## config.mk

```make
export PLATFORM = sky130hd
export DESIGN_NAME = mem_arbiter
export DESIGN_NICKNAME = d
export VERILOG_FILES = /design/src/rtl/mem_arb_pkg.sv /design/src/rtl/wait_counter.sv /design/src/rtl/mem_arbiter.sv
export SDC_FILE = /design/constraint.sdc
export NUM_CORES = 1
export LEC_CHECK = 0
export ABC_AREA = 1
export BUFFER_PORTS_ARGS = -buffer_cell sky130_fd_sc_hd__clkbuf_2
export CORE_ASPECT_RATIO = 0.75
export CORE_MARGIN = 2
export CORE_UTILIZATION = 40
export DETAILED_ROUTE_END_ITERATION = 12
export GPL_TIMING_DRIVEN = 0
export PLACE_DENSITY_LB_ADDON = 0.05
export SLEW_MARGIN = 20
export SYNTH_ARGS = -nofsm -noshare
export SYNTH_HDL_FRONTEND = slang
export SYNTH_SLANG_ARGS = --single-unit
```

## constraint.sdc

```tcl
create_clock -name clk -period 3 [get_ports clk]
set_input_delay 0.15 -clock clk [delete_from_list [all_inputs] [get_ports clk]]
set_output_delay 0.15 -clock clk [all_outputs]
set_load 0.03 [all_outputs]
```

## src/rtl/mem_arb_pkg.sv

```systemverilog
// Shared types and defaults for the instruction/data memory arbiter.
// Grant and FSM encodings live here so the top and the bench agree on them.
package mem_arb_pkg;

  typedef enum logic [1:0] {
    IDLE     = 2'd0,
    I_ACCESS = 2'd1,
    D_ACCESS = 2'd2,
    RESP     = 2'd3
  } state_t;

  typedef enum logic {
    GNT_I = 1'b0,
    GNT_D = 1'b1
  } gnt_t;

  localparam int DEF_MEM_LATENCY  = 2;
  localparam int DEF_STARVE_LIMIT = 4;

endpackage

```

## src/rtl/wait_counter.sv

```systemverilog
// Loadable down-counter timing a fixed-latency RAM access.
// done is high whenever the count has reached zero.
module wait_counter #(
  parameter int W = 2
) (
  input  logic         clk,
  input  logic         rst,
  input  logic         load,
  input  logic         en,
  input  logic [W-1:0] load_val,
  output logic         done
);

  logic [W-1:0] count;

  always_ff @(posedge clk or negedge rst) begin
    if (!rst) begin
      count <= '0;
    end else if (load) begin
      count <= load_val;
    end else if (en && (count != '0)) begin
      count <= count - 1'b1;
    end
  end

  assign done = (count == '0);

endmodule

```

## src/rtl/mem_arbiter.sv

```systemverilog
// Arbitrates the single-port RAM between instruction fetch and data load/store,
// with data priority, a fetch starvation guard and a combinational pc stall.
module mem_arbiter
  import mem_arb_pkg::*;
#(
  parameter int MEM_LATENCY  = DEF_MEM_LATENCY,
  parameter int STARVE_LIMIT = DEF_STARVE_LIMIT,
  parameter int ADDR_W       = 32,
  parameter int DATA_W       = 32
) (
  input  logic              clk,
  input  logic              rst,
  input  logic              i_req,
  input  logic [ADDR_W-1:0] i_addr,
  output logic              i_ready,
  output logic [DATA_W-1:0] i_rdata,
  input  logic              d_read_en,
  input  logic              d_write_en,
  input  logic [ADDR_W-1:0] d_addr,
  input  logic [DATA_W-1:0] d_wdata,
  output logic              d_ready,
  output logic [DATA_W-1:0] d_rdata,
  output logic [ADDR_W-1:0] mem_addr,
  output logic              mem_read,
  output logic              mem_write,
  output logic [DATA_W-1:0] mem_wdata,
  input  logic [DATA_W-1:0] mem_rdata,
  output logic              stall,
  output logic              protocol_err,
  output state_t            dbg_state
);

  localparam int CW = (MEM_LATENCY > 1) ? $clog2(MEM_LATENCY) : 1;
  localparam int SW = (STARVE_LIMIT > 0) ? $clog2(STARVE_LIMIT + 1) : 1;

  // Handshake: a requester raises i_req or d_read_en/d_write_en as a level with
  // address/data stable; requests are sampled only in IDLE, and the matching
  // *_ready is a single-cycle pulse after which the requester may drop or advance.
  state_t        state, next_state;
  gnt_t          gnt_sel;
  logic          grant_valid;
  logic          acc_last;
  logic          acc_done;
  logic          d_any;
  logic          starve_hit;
  logic [SW-1:0] streak;
  logic          unused_addr_bits;

  assign d_any            = d_read_en | d_write_en;
  assign starve_hit       = (STARVE_LIMIT != 0) && i_req && (streak == SW'(STARVE_LIMIT));
  assign stall            = (i_req & ~i_ready) | (d_any & ~d_ready);
  assign dbg_state        = state;
  assign unused_addr_bits = ^i_addr[1:0];

  wait_counter #(.W(CW)) u_wait (
    .clk      (clk),
    .rst      (rst),
    .load     (grant_valid),
    .en       ((state == I_ACCESS) || (state == D_ACCESS)),
    .load_val (CW'(MEM_LATENCY - 1)),
    .done     (acc_done)
  );

  always_ff @(posedge clk or negedge rst) begin
    if (!rst) state <= IDLE;
    else      state <= next_state;
  end

  always_comb begin
    next_state  = state;
    grant_valid = 1'b0;
    gnt_sel     = GNT_I;
    acc_last    = 1'b0;
    unique case (state)
      IDLE: begin
        if (d_any && !starve_hit) begin
          grant_valid = 1'b1;
          gnt_sel     = GNT_D;
          next_state  = D_ACCESS;
        end else if (i_req) begin
          grant_valid = 1'b1;
          gnt_sel     = GNT_I;
          next_state  = I_ACCESS;
        end
      end
      I_ACCESS, D_ACCESS: begin
        if (acc_done) begin
          acc_last   = 1'b1;
          next_state = RESP;
        end
      end
      RESP:    next_state = IDLE;
      default: next_state = IDLE;
    endcase
  end

  always_ff @(posedge clk or negedge rst) begin
    if (!rst) begin
      i_ready      <= 1'b0;
      d_ready      <= 1'b0;
      i_rdata      <= '0;
      d_rdata      <= '0;
      mem_addr     <= '0;
      mem_read     <= 1'b0;
      mem_write    <= 1'b0;
      mem_wdata    <= '0;
      protocol_err <= 1'b0;
      streak       <= '0;
    end else begin
      i_ready <= 1'b0;
      d_ready <= 1'b0;
      if (grant_valid) begin
        if (gnt_sel == GNT_I) begin
          mem_addr  <= {i_addr[ADDR_W-1:2], 2'b00};
          mem_read  <= 1'b1;
          mem_write <= 1'b0;
          streak    <= '0;
        end else begin
          mem_addr  <= d_addr;
          mem_read  <= ~d_write_en;
          mem_write <= d_write_en;
          if (d_write_en) mem_wdata <= d_wdata;
          if (d_read_en && d_write_en) protocol_err <= 1'b1;
          // Only a waiting fetch makes a data run count toward starvation.
          if (!i_req) streak <= '0;
          else if (streak != SW'(STARVE_LIMIT)) streak <= streak + 1'b1;
        end
      end
      if (acc_last) begin
        mem_read  <= 1'b0;
        mem_write <= 1'b0;
        if (state == I_ACCESS) begin
          i_ready <= 1'b1;
          i_rdata <= mem_rdata;
        end else begin
          d_ready <= 1'b1;
          if (mem_read) d_rdata <= mem_rdata;
        end
      end
    end
  end

endmodule

```

==> out/metrics.yaml <==
synth:
  netlist_area_um2: 5880
  syn-num-nets: 841
  synth-xor-area-share_pct: 0.149
  synth-simple-area-share_pct: 24.2
  synth_cell_types: 22
  synthAdderAreaFrac_pct: 0.851
  ys_seq_elements: 139
  synth_top_family_by_area: "simple AND/OR/NAND/NOR gates"
  synth.avg_cell_area_um2: 8.35
  synthCells: 704
  synth_compound_area_share_pct: 6.13
  ys_warn_count: 0
  ys_seq_area_share_pct: 59.1
  synth_mux_area_share_pct: 0
setup_path:
  arrival_ps: 2300
  worstPathRequired_ps: 3270
  r2r_slack_ps: 970
  critPathMaxFanout: 10
  end_kind: "flip-flop"
  path_class: "reg2reg"
  start_kind: "flip-flop"
placed_design:
  portBuffers: 266
  gp_congestion: 0.767
  dp_hpwl_um: 11900
  pre_cts_ws_ps: 945
sta:
  finalSetupViolCount: 0
  min_period_ps: 2030
  max_freq_mhz: 492
  worst_pin_slew_ps: 531
  slew_headroom_pct: 64.6
  rsz0062_at_grt: "false"
  min_period_over_period_pct: 67.8
  fin_worst_skew_ps: 15.0
  drv_slew: 0
  setup_ws_ps: 966
  timing_hold_violations_final: 0
finish:
  drive_above_1_share_pct: 31.3
  diodes: 0
  fin_nets: 1194
  areaGrowthSynthToFinish_pct: 49.6
  post-route-util_pct: 61.1
  fill_cells: 1291
min_path:
  hp-class: "in2reg"
pwr:
  power_frac_seq_pct: 31.3
  p_leak_nw: 5.16
  p_sw_share_pct: 46.9
  p_switching_mw: 4.96
  power_density_nw_per_um2: 1200
  combPwrFrac_pct: 47.6
  p_int_mw: 5.62
  ir_worst_vdd_uv: 577
  p_clk_share_pct: 21.1
route:
  finalWirelength_um: 16900
  drt-met1-wl_um: 7840
  routedWlPerCell_um: 13.3
  via_per_inst: 4.41
  dr_wl_met3_um: 1040
  drtIter0Drc: 272
  drtAntennaViolNets: 0
  post-route-drc-count: 0
  top_layer: "met4"
  wl_met2_um: 7760
  vias: 5598
  drtPass1Iterations: 5
clock_network:
  tritoncts: "done"
  postCtsSetupBuffers: 0
  postCtsHoldBufs: 67
  cts_resized: 0
  cts_max_path_buffers: 2
  htreeDepth: 4
  path_clk_slew_ps: 60
  cts_sinks: 139
  cts_root_buffer: "clkbuf_16"
  worstSkewPairLatency_ps: 420
  numCtsBuffers: 17
job:
  maxCapViolations: 0
global_route:
  antenna_found_initial: 0
  grt_overflow: 0
  grt_pass1_wl_um: 26900
  grt_pass1_vias: 5518
  grt_use_total_pct: 21.9
  grt_max_degree: 82
floorplanning:
  num_io_pins: 269
  die_h_um: 109
  core_region_area_um2: 14400
  rows: 38
  start_util_pct: 40.8
  dieArea_um2: 15700
  die_w_um: 144
run_status:
  status: "finished clean"
worst max-delay path, stage by stage (launching register included):
cell and delay, ps:
dfrtp_1 400, inv_1 60, ha_1 340, nand2_1 190, inv_1 60, nand2_1 70, buf_2 220, clkbuf_1 390
o21ai_0 160
power by group through the flow:
| stage | sequential (mW) | clock, mW | combinational, mW |
|---|---|---|---|
| after floorplan | 5.03 | 0 | 1.65 |
| after global placement | 3.31 | 0 | 4.97 |
| after detailed placement | 3.31 | 0 | 5.03 |
| after CTS | 3.31 | 2.29 | 5.09 |
| after global routing | 3.43 | 2.38 | 5.53 |
| final | 3.31 | 2.24 | 5.04 |
area by class of cell:
| type | count | area [µm²] | area share (%) |
|---|---|---|---|
| Timing Repair Buffer | 334 | 2040 | 23.2 |
| Tap cell | 200 | 250 | 2.84 |
| Inverter | 106 | 398 | 4.52 |
| Clock buffer | 19 | 453 | 5.15 |
| Buffer | 34 | 165 | 1.88 |
| Clock inverter | 13 | 179 | 2.03 |
| Sequential cell | 139 | 3480 | 39.5 |
| Multi-Input combinational cell | 425 | 1840 | 20.9 |
cell families after synthesis:
logic type | count (synthesis)
flip-flops | 139
AO/OA/AOI/OAI | 70
XOR/XNOR | 1
adder cells (fa/ha/maj) | 4
buffers and inverters | 140
AND/OR/NAND/NOR | 350
per-stage QoR:
step           cells  hold slack [ps]  cell area, µm²  setup TNS, ps  power [mW]
3_3_place_gp    1170              347            7460         -88270        8.29
6_report        1270             29.8            8800              0        10.6
2_1_floorplan    704             -146            5880              0        6.68
3_5_place_dp    1171              157            7500              0        8.34
5_1_grt         1270             36.6            8800              0        11.3
4_1_cts         1270             15.0            8800              0        10.7
synth_stat cells (all sizes together):
cell type	number	area [µm²]
nand2	276	1040
dfrtp	139	3480
inv	106	398
nand3	66	340
o21ai	65	325
buf	23	123
clkbuf	11	42.5
nor2	6	30.0
ha	4	50.1
o22ai	3	18.8
a21oi	1	8.76
nand4	1	6.26
o21bai	1	7.51
or2	1	6.26
xnor2	1	8.76
final timing paths:
path / depth (start not counted) / startpoint / end
worst max-delay path: 8 / dbg_state[0]$_DFFE_PN0P_ / i_rdata[12]$_DFFE_PN0P_
worst min-delay path: 3 / d_read_en / protocol_err$_DFFE_PN0P_
worst max register to register: 8 / dbg_state[0]$_DFFE_PN0P_ / i_rdata[12]$_DFFE_PN0P_
worst min register to register: 1 / protocol_err$_DFFE_PN0P_ / protocol_err$_DFFE_PN0P_
max in group asynchronous: 3 / rst / i_ready$_DFF_PN0_
min in group asynchronous: 2 / rst / mem_addr[10]$_DFFE_PN0P_
flip-flops by register name (all words and copies together) (netlist names):
| name | count |
|---|---|
| streak | 3 |
| mem_read | 1 |
| i_ready | 1 |
| u_wait.count | 1 |
| dbg_state | 2 |
| i_rdata | 32 |
| mem_write | 1 |
| mem_addr | 32 |
| mem_wdata | 32 |
| d_ready | 1 |
| protocol_err | 1 |
| d_rdata | 32 |
routing by layer:
layer  GRT usage, %  up-vias
met1           29.7     2543
met4           7.21        0
li1               -     2850
met5              0        -
met3           5.49       21
met2           34.6      184
cell usage in the layout (no fill, tap or decap), drive strengths merged:
master / count
o21ai: 65
xnor2: 1
dlygate4sd3: 67
nor2: 6
ha: 4
a21oi: 1
or2: 1
o22ai: 3
nand4: 1
buf: 24
o21bai: 1
nand3: 66
clkinv: 1
dfrtp: 139
nand2: 276
bufinv: 3
clkbuf: 296
clkinvlp: 3
inv: 112
(Power assumes the default switching activity.)
